`src/rtl/mesi_snoop_responder_pkg.sv`:
```
// Shared types, geometry and address-split helpers for the L2 MESI snoop responder.
package mesi_snoop_responder_pkg;

  localparam int ADDR_W  = 32;
  localparam int WAYS    = 8;
  localparam int WAY_W   = $clog2(WAYS);
  localparam int INDEX_W = 14;
  localparam int OFFS_W  = 6;
  localparam int TAG_W   = ADDR_W - INDEX_W - OFFS_W;

  typedef enum logic [3:0] {
    CMD_SNOOP_INVAL  = 4'd3,
    CMD_SNOOPED_RD   = 4'd4,
    CMD_SNOOP_WR     = 4'd5,
    CMD_SNOOP_RDWITM = 4'd6
  } command_t;

  typedef enum logic [1:0] {MESI_M = 2'd0, MESI_E = 2'd1, MESI_S = 2'd2, MESI_I = 2'd3} mesi_t;

  typedef enum logic [1:0] {RES_HIT = 2'b00, RES_HITM = 2'b01, RES_NOHIT = 2'b10} snoop_res_t;

  typedef enum logic [2:0] {
    L1_NONE           = 3'd0,
    L1_GETLINE        = 3'd1,
    L1_SENDLINE       = 3'd2,
    L1_INVALIDATELINE = 3'd3,
    L1_EVICTLINE      = 3'd4
  } l2l1_t;

  typedef enum logic [2:0] {
    BUS_NONE = 3'd0, BUS_READ = 3'd1, BUS_WRITE = 3'd2, BUS_INVALIDATE = 3'd3, BUS_RWIM = 3'd4
  } busop_t;

  typedef enum logic [2:0] {
    ST_IDLE, ST_LOOKUP, ST_DECIDE, ST_L1MSG, ST_WB, ST_COMMIT
  } state_t;

  typedef struct packed {
    snoop_res_t res;
    logic       l1_act;
    l2l1_t      l1_msg;
    logic       wb;
    mesi_t      next;
    logic       err;
  } snoop_dec_t;

  function automatic logic [INDEX_W-1:0] get_index(input logic [ADDR_W-1:0] addr);
    return addr[OFFS_W +: INDEX_W];
  endfunction

  function automatic logic [TAG_W-1:0] get_tag(input logic [ADDR_W-1:0] addr);
    return addr[ADDR_W-1 -: TAG_W];
  endfunction

  function automatic logic [ADDR_W-1:0] line_addr(input logic [ADDR_W-1:0] addr);
    return {addr[ADDR_W-1:OFFS_W], {OFFS_W{1'b0}}};
  endfunction

endpackage

```
`src/rtl/mesi_snoop_next.sv`:
```
// Combinational snoop action table: (command, hit, current MESI) -> result, L1 message,
// writeback need, next MESI state and protocol-error flag.
module mesi_snoop_next
  import mesi_snoop_responder_pkg::*;
(
  input  logic [3:0]  cmd_i,
  input  logic        hit_i,
  input  logic [1:0]  mesi_i,
  output snoop_dec_t  dec_o
);

  mesi_t cur;
  assign cur = hit_i ? mesi_t'(mesi_i) : MESI_I;

  always_comb begin
    dec_o        = '0;
    dec_o.res    = RES_NOHIT;
    dec_o.l1_msg = L1_NONE;
    dec_o.next   = cur;
    case (cmd_i)
      CMD_SNOOPED_RD: begin
        case (cur)
          MESI_E, MESI_S: begin
            dec_o.res  = RES_HIT;
            dec_o.next = MESI_S;
          end
          MESI_M: begin
            dec_o.res    = RES_HITM;
            dec_o.l1_act = 1'b1;
            dec_o.l1_msg = L1_GETLINE;
            dec_o.wb     = 1'b1;
            dec_o.next   = MESI_S;
          end
          default: ;
        endcase
      end
      CMD_SNOOP_RDWITM: begin
        case (cur)
          MESI_E, MESI_S: begin
            dec_o.res    = RES_HIT;
            dec_o.l1_act = 1'b1;
            dec_o.l1_msg = L1_INVALIDATELINE;
            dec_o.next   = MESI_I;
          end
          MESI_M: begin
            dec_o.res    = RES_HITM;
            dec_o.l1_act = 1'b1;
            dec_o.l1_msg = L1_EVICTLINE;
            dec_o.wb     = 1'b1;
            dec_o.next   = MESI_I;
          end
          default: ;
        endcase
      end
      CMD_SNOOP_INVAL: begin
        // An invalidate against an exclusively owned line means another owner exists.
        if (cur == MESI_S) begin
          dec_o.res    = RES_HIT;
          dec_o.l1_act = 1'b1;
          dec_o.l1_msg = L1_INVALIDATELINE;
          dec_o.next   = MESI_I;
        end else if (cur == MESI_E || cur == MESI_M) begin
          dec_o.err = 1'b1;
        end
      end
      CMD_SNOOP_WR: dec_o.err = (cur == MESI_E || cur == MESI_M);
      default:      dec_o.err = 1'b1;
    endcase
  end

endmodule

```
`src/rtl/mesi_snoop_responder.sv`:
```
// L2 snoop responder: one snooped bus op at a time through lookup, decide, optional L1
// message, optional dirty writeback and MESI commit.
module mesi_snoop_responder
  import mesi_snoop_responder_pkg::*;
(
  input  logic               clk,
  input  logic               rst,
  input  logic               snp_valid,
  output logic               snp_ready,
  input  logic [3:0]         snp_cmd,
  input  logic [ADDR_W-1:0]  snp_addr,
  output logic               lk_en,
  output logic [INDEX_W-1:0] lk_index,
  output logic [TAG_W-1:0]   lk_tag,
  input  logic               lk_hit,
  input  logic [WAY_W-1:0]   lk_way,
  input  logic [1:0]         lk_mesi,
  output logic               res_valid,
  output logic [1:0]         res,
  output logic               l1_valid,
  output logic [2:0]         l1_msg,
  output logic               bus_valid,
  input  logic               bus_ready,
  output logic [2:0]         bus_op,
  output logic [ADDR_W-1:0]  bus_addr,
  output logic               upd_valid,
  output logic [INDEX_W-1:0] upd_index,
  output logic [WAY_W-1:0]   upd_way,
  output logic [1:0]         upd_mesi,
  output logic               proto_err,
  output logic               done
);

  state_t            state_q;
  logic [ADDR_W-1:0] addr_q;
  logic [3:0]        cmd_q;
  logic [WAY_W-1:0]  way_q;
  mesi_t             next_q;
  l2l1_t             l1_msg_q;
  logic              wb_q, chg_q;
  logic              snp_ready_q, lk_en_q, l1_valid_q, bus_valid_q, upd_valid_q, done_q;
  snoop_dec_t        dec_d;
  mesi_t             cur_d;
  logic              in_decide;

  mesi_snoop_next u_next (
    .cmd_i  (cmd_q),
    .hit_i  (lk_hit),
    .mesi_i (lk_mesi),
    .dec_o  (dec_d)
  );

  assign cur_d     = lk_hit ? mesi_t'(lk_mesi) : MESI_I;
  assign in_decide = (state_q == ST_DECIDE);

  // The lookup answer is only present during DECIDE, so the result is driven straight from it.
  assign res_valid = in_decide;
  assign res       = in_decide ? dec_d.res : 2'b00;
  assign proto_err = in_decide & dec_d.err;

  assign snp_ready = snp_ready_q;
  assign lk_en     = lk_en_q;
  assign lk_index  = get_index(addr_q);
  assign lk_tag    = get_tag(addr_q);
  assign l1_valid  = l1_valid_q;
  assign l1_msg    = l1_valid_q ? l1_msg_q : L1_NONE;
  assign bus_valid = bus_valid_q;
  assign bus_op    = bus_valid_q ? BUS_WRITE : BUS_NONE;
  assign bus_addr  = line_addr(addr_q);
  assign upd_valid = upd_valid_q;
  assign upd_index = get_index(addr_q);
  assign upd_way   = way_q;
  assign upd_mesi  = next_q;
  assign done      = done_q;

  always_ff @(posedge clk) begin
    if (rst) begin
      state_q     <= ST_IDLE;
      addr_q      <= '0;
      cmd_q       <= '0;
      way_q       <= '0;
      next_q      <= MESI_M;
      l1_msg_q    <= L1_NONE;
      wb_q        <= 1'b0;
      chg_q       <= 1'b0;
      snp_ready_q <= 1'b1;
      lk_en_q     <= 1'b0;
      l1_valid_q  <= 1'b0;
      bus_valid_q <= 1'b0;
      upd_valid_q <= 1'b0;
      done_q      <= 1'b0;
    end else begin
      lk_en_q     <= 1'b0;
      l1_valid_q  <= 1'b0;
      upd_valid_q <= 1'b0;
      done_q      <= 1'b0;
      case (state_q)
        ST_IDLE: begin
          if (snp_valid) begin
            addr_q      <= snp_addr;
            cmd_q       <= snp_cmd;
            lk_en_q     <= 1'b1;
            snp_ready_q <= 1'b0;
            state_q     <= ST_LOOKUP;
          end
        end
        ST_LOOKUP: state_q <= ST_DECIDE;
        ST_DECIDE: begin
          way_q    <= lk_way;
          next_q   <= dec_d.next;
          l1_msg_q <= dec_d.l1_msg;
          wb_q     <= dec_d.wb;
          chg_q    <= (dec_d.next != cur_d);
          if (dec_d.l1_act) begin
            l1_valid_q <= 1'b1;
            state_q    <= ST_L1MSG;
          end else if (dec_d.wb) begin
            bus_valid_q <= 1'b1;
            state_q     <= ST_WB;
          end else begin
            upd_valid_q <= (dec_d.next != cur_d);
            done_q      <= 1'b1;
            state_q     <= ST_COMMIT;
          end
        end
        ST_L1MSG: begin
          if (wb_q) begin
            bus_valid_q <= 1'b1;
            state_q     <= ST_WB;
          end else begin
            upd_valid_q <= chg_q;
            done_q      <= 1'b1;
            state_q     <= ST_COMMIT;
          end
        end
        ST_WB: begin
          if (bus_ready) begin
            bus_valid_q <= 1'b0;
            upd_valid_q <= chg_q;
            done_q      <= 1'b1;
            state_q     <= ST_COMMIT;
          end
        end
        ST_COMMIT: begin
          snp_ready_q <= 1'b1;
          state_q     <= ST_IDLE;
        end
        default: state_q <= ST_IDLE;
      endcase
    end
  end

endmodule

```
`config.mk`:
```
export PLATFORM = sky130hd
export DESIGN_NAME = mesi_snoop_responder
export DESIGN_NICKNAME = d
export VERILOG_FILES = /design/src/rtl/mesi_snoop_responder_pkg.sv /design/src/rtl/mesi_snoop_next.sv /design/src/rtl/mesi_snoop_responder.sv
export SDC_FILE = /design/constraint.sdc
export NUM_CORES = 1
export LEC_CHECK = 0
export CAP_MARGIN = 20
export CORE_MARGIN = 2
export CORE_UTILIZATION = 35
export DETAILED_ROUTE_END_ITERATION = 7
export GPL_ROUTABILITY_DRIVEN = 0
export GPL_TIMING_DRIVEN = 0
export HOLD_SLACK_MARGIN = 0.06
export PLACE_DENSITY = 0.78
export SYNTH_ARGS = -nofsm -noshare
export SYNTH_HDL_FRONTEND = slang
export SYNTH_HIERARCHICAL = 1
export SYNTH_SLANG_ARGS = --single-unit
```
`constraint.sdc`:
```
create_clock -name clk -period 2 [get_ports clk]
set_clock_uncertainty 0.05 [all_clocks]
set_input_delay 0.4 -clock clk [delete_from_list [all_inputs] [get_ports clk]]
set_output_delay 0.4 -clock clk [all_outputs]
set_load 0.1 [all_outputs]
```
==> results of run 1 <==
layer usage:
layer	vias to the layer above	wire length, µm
met5	-	0
met4	0	178
met3	15	562
met2	95	3540
met1	1137	2850
li1	1270	-
worst max-delay path, delay by kind of cell:
kind            cells  cell delay [ns]
fa+ha+maj           1             0.15
simple gates        3             0.55
compound gates      1             0.11
buf+inv             4             0.40
power by group through the flow:
stage	clock network, µW	registers (µW)	logic [µW]
global placement	0	1120	1630
floorplan	0	1490	906
global route	792	1110	1710
CTS	744	1100	1630
finish	731	1100	1640
detailed placement	0	1130	1640
stage by stage:
| stage | TNS (ns) | total power (µW) |
|---|---|---|
| 6_report | -0.0586 | 3470 |
| 5_1_grt | -0.304 | 3610 |
| 4_1_cts | -0.0873 | 3480 |
| 3_5_place_dp | -15.88 | 2770 |
| 3_3_place_gp | -13.20 | 2750 |
| 2_1_floorplan | 0 | 2390 |
layout by cell type (no fill, tap or decap), types with 3 or more instances in the layout:
cell	n
buf_2	5
dfxtp_4	4
dfxtp_2	4
nand2_1	85
dfxtp_1	41
clkbuf_2	21
nor2b_1	3
buf_6	6
conb_1	8
buf_12	3
clkdlybuf4s15_2	46
clkdlybuf4s50_1	35
clkbuf_1	6
inv_1	5
dlygate4sd2_1	9
and2_4	3
clkdlybuf4s15_1	5
ha_1	3
and2_2	3
clkbuf_8	6
nor2_1	9
buf_4	65
a21oi_1	43
o21ai_0	6
kinds of logic after synthesis:
logic type / after synthesis / share of synthesized area (%)
and+or+nand+nor: 126 / 23.0
buffers and inverters: 73 / 20.4
AOI/OAI and AO/OA: 62 / 14.4
DFF: 49 / 39.7
adders and majority gates: 4 / 2.03
xor gates and xnor gates: 1 / 0.354
other: 1 / 0.152
sequential cells by signal, summed over array words and instances, names as in the netlist:
| signal | cells |
|---|---|
| addr_q | 26 |
| bus_valid | 1 |
| chg_q | 1 |
| cmd_q | 4 |
| done | 1 |
| l1_msg_q | 3 |
| l1_valid | 1 |
| lk_en | 1 |
| snp_ready | 1 |
| state_q | 3 |
| upd_mesi | 2 |
| upd_valid | 1 |
| upd_way | 3 |
| wb_q | 1 |
layout make-up:
cell class	count	area share, %
Buffer	63	11.1
Multi-Input combinational cell	201	26.7
Clock inverter	1	0.724
Timing Repair Buffer	138	31.4
Inverter	8	0.904
Sequential cell	49	24.1
Clock buffer	7	2.08
Tap cell	96	2.89
worst paths after layout:
path	start	endpoint	slack, ns	cells after the start
setup / recovery	lk_mesi[0]	res[1]	-0.06	9
hold / removal	upd_mesi[0]$_SDFFE_PP0P_	upd_mesi[0]$_SDFFE_PP0P_	0.41	2
setup reg to reg	cmd_q[3]$_SDFFE_PP0P_	upd_valid$_SDFF_PP0_	0.02	7
hold reg to reg	upd_mesi[0]$_SDFFE_PP0P_	upd_mesi[0]$_SDFFE_PP0P_	0.41	2
repair_timing:
item / in CTS / in global routing
endpoints found under the setup margin: 93 / 31
gates resized for setup: 258 / 43
cloned: 0 / 0
pin swaps: 4 / 4
buffers inserted: 9 / 6
==> metrics.yaml, run 1 <==
setup_slack_ns: -0.0586
use_met3_pct: 5.28
dpl_cell_area_um2: 3870
async_flop_share_pct: 0
die_height_um: 88.0
critPathLaunchType: "input port"
hp-class: "reg -> reg"
p_seq_share_pct: 31.6
crit_type: "in -> out"
status: "finished, violations left"
rsz0062_at_grt: "true"
timing.hold.ws_ns: 0.409
ys_types: 39
antenna_found_initial: 0
drtAntennaViolNets: 0
p_leak_uw: 0.00178
clock_latency_ns: 0.30
p_comb_share_pct: 47.3
fp.coreArea_um2: 6830
drt_iter0_markers: 71
worst_path_max_delay_cell: "or2_4"
synth-edff-count: 0
ff_latch_area_um2: 1000
dieArea_um2: 7750
hold_viol: 0
maxCapViolCount: 0
yosys.area.top_type: "dfxtp_1"
rows: 30
synth.most_common_cell: "nand2_1"
switching_share_pct: 46.0
setup_viol: 1
dp_cells: 542
final_util_pct: 60.8
vdd_drop_max_uv: 314
wl_per_cell_um: 12.7
area_delta_synth_final_pct: 67.9
drv_slew: 0
yosys_warnings: 6
max_freq_mhz: 486
cp_data_required_time_ns: 1.55
synth.area.top_cells: "dfxtp_1 40%, buf_4 15%, nand2_1 13%"
htree_levels: 2
p_clk_share_pct: 21.0
vias_per_cell: 4.47
drc_errors: 0
syn_area_um2: 2470
met1_usage_pct: 20.5
cellInternalPower_uw: 1870
cts_root_buf: "clkbuf_8"
syn_area_per_cell_um2: 7.82
cts_num_sinks: 49
boundaryPins: 139
cts_tree: "built"
grt_busiest_layer: "met2"
antenna_cells: 0
grt_start_max_net_pins: 15
fin_cells: 563
synth_top_area_share_pct: 39.7
met2_usage_pct: 30.9
grt.overflow.total: 0
die_w_um: 88.0
slew_headroom_pct: 35.5
clkTransAtPathRegs_ns: 0.09
final_nets: 516
initial_utilization_pct: 36.2
fillers: 621
arrival_ns: 1.61
track_usage_pct: 17.8
grt_pass1_wl_mm: 10.8
grt_pass1_vias: 2359
pre_cts_slack_ns: -1.48
crit_path_max_fanout: 4
tightest_slew_ns: 0.971
synth.yosys.seq_area_share_pct: 39.7
path_cells: "buf_2, nand2b_4, inv_4, ha_1, inv_1, or2_4, o21a_1, and2_4, buf_12"
synth_seq_cells: 49
stdcell_area_um2: 4150
crit_path_end_kind: "primary output"
min_period_ns: 2.06
post-dp-hpwl_mm: 5.36
ys_top_cells_by_count: "85 x nand2_1, 50 x buf_4, 49 x dfxtp_1"
ys.flop_type: "dfxtp_1"
drt-total-wl_mm: 7.13
power_density_nw_per_um2: 837
failed_checks: "negative setup slack"
syn-instance-count: 316
multiInputGateArea_um2: 1110
max_stage_delay_ns: 0.25
drive_gt1_share_pct: 39.8
numCtsBuffers: 5
portBuffers: 123
drt-pass1-iter-count: 4
p_sw_uw: 1600
finalCritPeriodShare_pct: 103
cts_hold_buf: 0
dr_total_vias: 2517
clk_path_buf_depth: 2
Note: power is estimated with default switching activity, not from simulation.
==> run 2: changes to the inputs <==
--- a/config.mk
+++ b/config.mk
@@ -8,6 +8,7 @@
 export CAP_MARGIN = 20
 export CORE_MARGIN = 2
 export CORE_UTILIZATION = 35
+export CTS_CLUSTER_DIAMETER = 60
 export DETAILED_ROUTE_END_ITERATION = 7
 export GPL_ROUTABILITY_DRIVEN = 0
 export GPL_TIMING_DRIVEN = 0
==> results of run 2 <==
The final DEF is identical to that of run 1; final timing and power are the same.
==> run 3: changes to the inputs <==
--- a/config.mk
+++ b/config.mk
@@ -6,14 +6,16 @@
 export NUM_CORES = 1
 export LEC_CHECK = 0
 export CAP_MARGIN = 20
+export CELL_PAD_IN_SITES_DETAIL_PLACEMENT = 1
+export CELL_PAD_IN_SITES_GLOBAL_PLACEMENT = 2
 export CORE_MARGIN = 2
-export CORE_UTILIZATION = 35
+export CORE_UTILIZATION = 18
 export CTS_CLUSTER_DIAMETER = 60
 export DETAILED_ROUTE_END_ITERATION = 7
 export GPL_ROUTABILITY_DRIVEN = 0
 export GPL_TIMING_DRIVEN = 0
 export HOLD_SLACK_MARGIN = 0.06
-export PLACE_DENSITY = 0.78
+export PLACE_DENSITY = 0.77
 export SYNTH_ARGS = -nofsm -noshare
 export SYNTH_HDL_FRONTEND = slang
 export SYNTH_HIERARCHICAL = 1
==> metrics.yaml, run 3 (synthesis gave the netlist of run 1 again) <==
drt-total-wl_mm: 8.26  # +16%
dieArea_um2: 14700  # +89%
drc_errors: 0  # unchanged
max_stage_delay_ns: 0.38  # +0.13 ns
crit_path_end_kind: "primary output"
fin_cells: 638  # +13%
drive_gt1_share_pct: 36.8  # -3.0 points
grt.overflow.total: 0  # unchanged
grt_pass1_vias: 2583  # +9.5%
antenna_found_initial: 0  # unchanged
track_usage_pct: 11.4  # -6.3 points
tightest_slew_ns: 1.00  # +0.0314 ns
status: "finished, violations left"
crit_type: "reg -> out"
initial_utilization_pct: 18.5  # -18 points
path_buf_inv: 2  # -2
area_delta_synth_final_pct: 72.2
min_period_ns: 2.09  # +0.0277 ns
layout_commonest_cell: "nand2_1"
cp_data_required_time_ns: 1.55  # about the same
final_cell_mix: "85 x nand2_1, 59 x buf_4, 46 x clkdlybuf4s15_2"
maxCapViolCount: 0  # unchanged
failed_checks: "negative setup slack"
dr_total_vias: 2493  # -0.95%
reg_top3: "addr_q: 26 flops, cmd_q: 4 flops"
drt-pass1-iter-count: 4  # unchanged
largest_register_ff_count: 26  # unchanged
die_height_um: 121  # +38%
post-dp-hpwl_mm: 6.49  # +21%
multiInputGateArea_um2: 1090  # -1.4%
vdd_drop_max_uv: 283  # -9.9%
fillers: 1591  # +160%
numCtsBuffers: 5  # unchanged
cp_top_family: "simple AND/OR/NAND/NOR gates"
arrival_ns: 1.64  # +0.03 ns
power_density_nw_per_um2: 841  # +0.46%
clock_latency_ns: 0.29  # about the same
critPathLaunchType: "register"
min_from: "upd_way[2]$_SDFFE_PP0P_"
clk_path_buf_depth: 2  # unchanged
cts_num_sinks: 49  # unchanged
reg2reg_depth: 8  # +1
max_freq_mhz: 479  # -1.3%
rows: 42  # +40%
die_w_um: 121  # +38%
fp.coreArea_um2: 13300  # +95%
antenna_cells: 0  # unchanged
boundaryPins: 139  # unchanged
grt_pass1_wl_mm: 13.2  # +21%
slew_headroom_pct: 33.4  # -2.1 points
regMostFlops: "addr_q"
clkTransAtPathRegs_ns: 0.07  # -0.02 ns
hp-class: "reg -> reg"
drv_slew: 0  # unchanged
path_cells: "or3b_1, buf_6, o21a_1, and2_4, buf_12"
rsz0062_at_grt: "true"
grt_start_max_net_pins: 15  # unchanged
crit_path_max_fanout: 6  # +2
hold_viol: 0  # unchanged
reg2reg_from: "cmd_q[3]$_SDFFE_PP0P_"
final_util_pct: 31.9  # -29 points
setup_slack_ns: -0.0863  # -0.0277 ns
cts_tree: "built"
holdPathStages: 2  # unchanged
ff_latch_area_um2: 997  # -0.38%
drt_iter0_markers: 69  # -2.8%
cp_num_cells: 5  # -4
hold_path_end: "upd_way[2]$_SDFFE_PP0P_"
drtAntennaViolNets: 0  # unchanged
worst_path_max_delay_cell: "or3b_1"
cts_root_buf: "clkbuf_16"
vias_per_cell: 3.91  # -13%
setup_viol: 3  # +2
dp_cells: 622  # +15%
r2r_setup_slack_ns: -0.01  # -0.03 ns
portBuffers: 123  # unchanged
cts_hold_buf: 0  # unchanged
finalCritPeriodShare_pct: 104  # +1.4 points
wl_per_cell_um: 12.9  # +2.3%
p_leak_uw: 0.00177  # -0.57%
final_nets: 511  # -0.97%
rr_endpoint: "upd_valid$_SDFF_PP0_"
htree_levels: 2  # unchanged
## run 3: area by class of cell
cell class              count  share of cell area [%]
inverters                   8                   0.941
flip-flops and latches     49                    23.4
multi-input cells         201                    25.7
plain buffers              64                    11.1
clock inverters             2                   0.235
clock buffers               6                    3.03
well taps                 176                    5.17
repair buffers            132                    30.3
## run 3: worst min-delay path, cell delays in order, from the launching register on
cell,delay [ns]
dfxtp_1,0.31
nand2_1,0.05
a21oi_1,0.05
## run 3: where the power goes
part	internal (µW)	switching, µW	leakage (µW)	total [µW]
clock	460	374	0.0000706	834
sequential	1040	61.5	0.000404	1100
combinational	420	1220	0.00130	1640
total	1920	1650	0.00177	3580
## run 3: repair_timing
action                     in CTS  in global routing
buffers inserted                8                  1
gates cloned                    0                  0
setup endpoints to repair      93                 34
resized for setup             245                 40
pin swaps                       3                  4
## run 3: through the flow
step                      setup WS (ns)  setup TNS (ns)  cell area, µm²  hold WS [ns]  power, µW
after floorplan                 0.00580               0            2520         0.382       2390
final                           -0.0863          -0.133            4260         0.409       3580
after global placement            -1.48          -15.93            3970         0.391       2770
after detailed placement          -1.51          -18.17            3970         0.406       2790
after global routing             -0.168          -0.631            4260         0.434       3750
after CTS                        -0.269          -0.339            4250         0.413       3620
## run 3: how the worst max path moves through the flow
stage                end                    start  slack, ns
4_1_cts           res[1]    cmd_q[1]$_SDFFE_PP0P_      -0.27
3_3_place_gp      res[1]                   lk_hit      -1.48
6_report          res[1]    cmd_q[3]$_SDFFE_PP0P_      -0.09
3_5_place_dp      res[1]                   lk_hit      -1.51
2_1_floorplan  proto_err  state_q[1]$_SDFFE_PP0P_      0.006
5_1_grt           res[1]    cmd_q[3]$_SDFFE_PP0P_      -0.17
## run 3: metal layers
layer	global-route usage [%]	up-vias	wire, µm
met5	0	-	0
met4	3.88	0	120
met3	2.07	6	472
met2	20.6	81	4210
met1	13.6	1153	3460
li1	-	1253	-
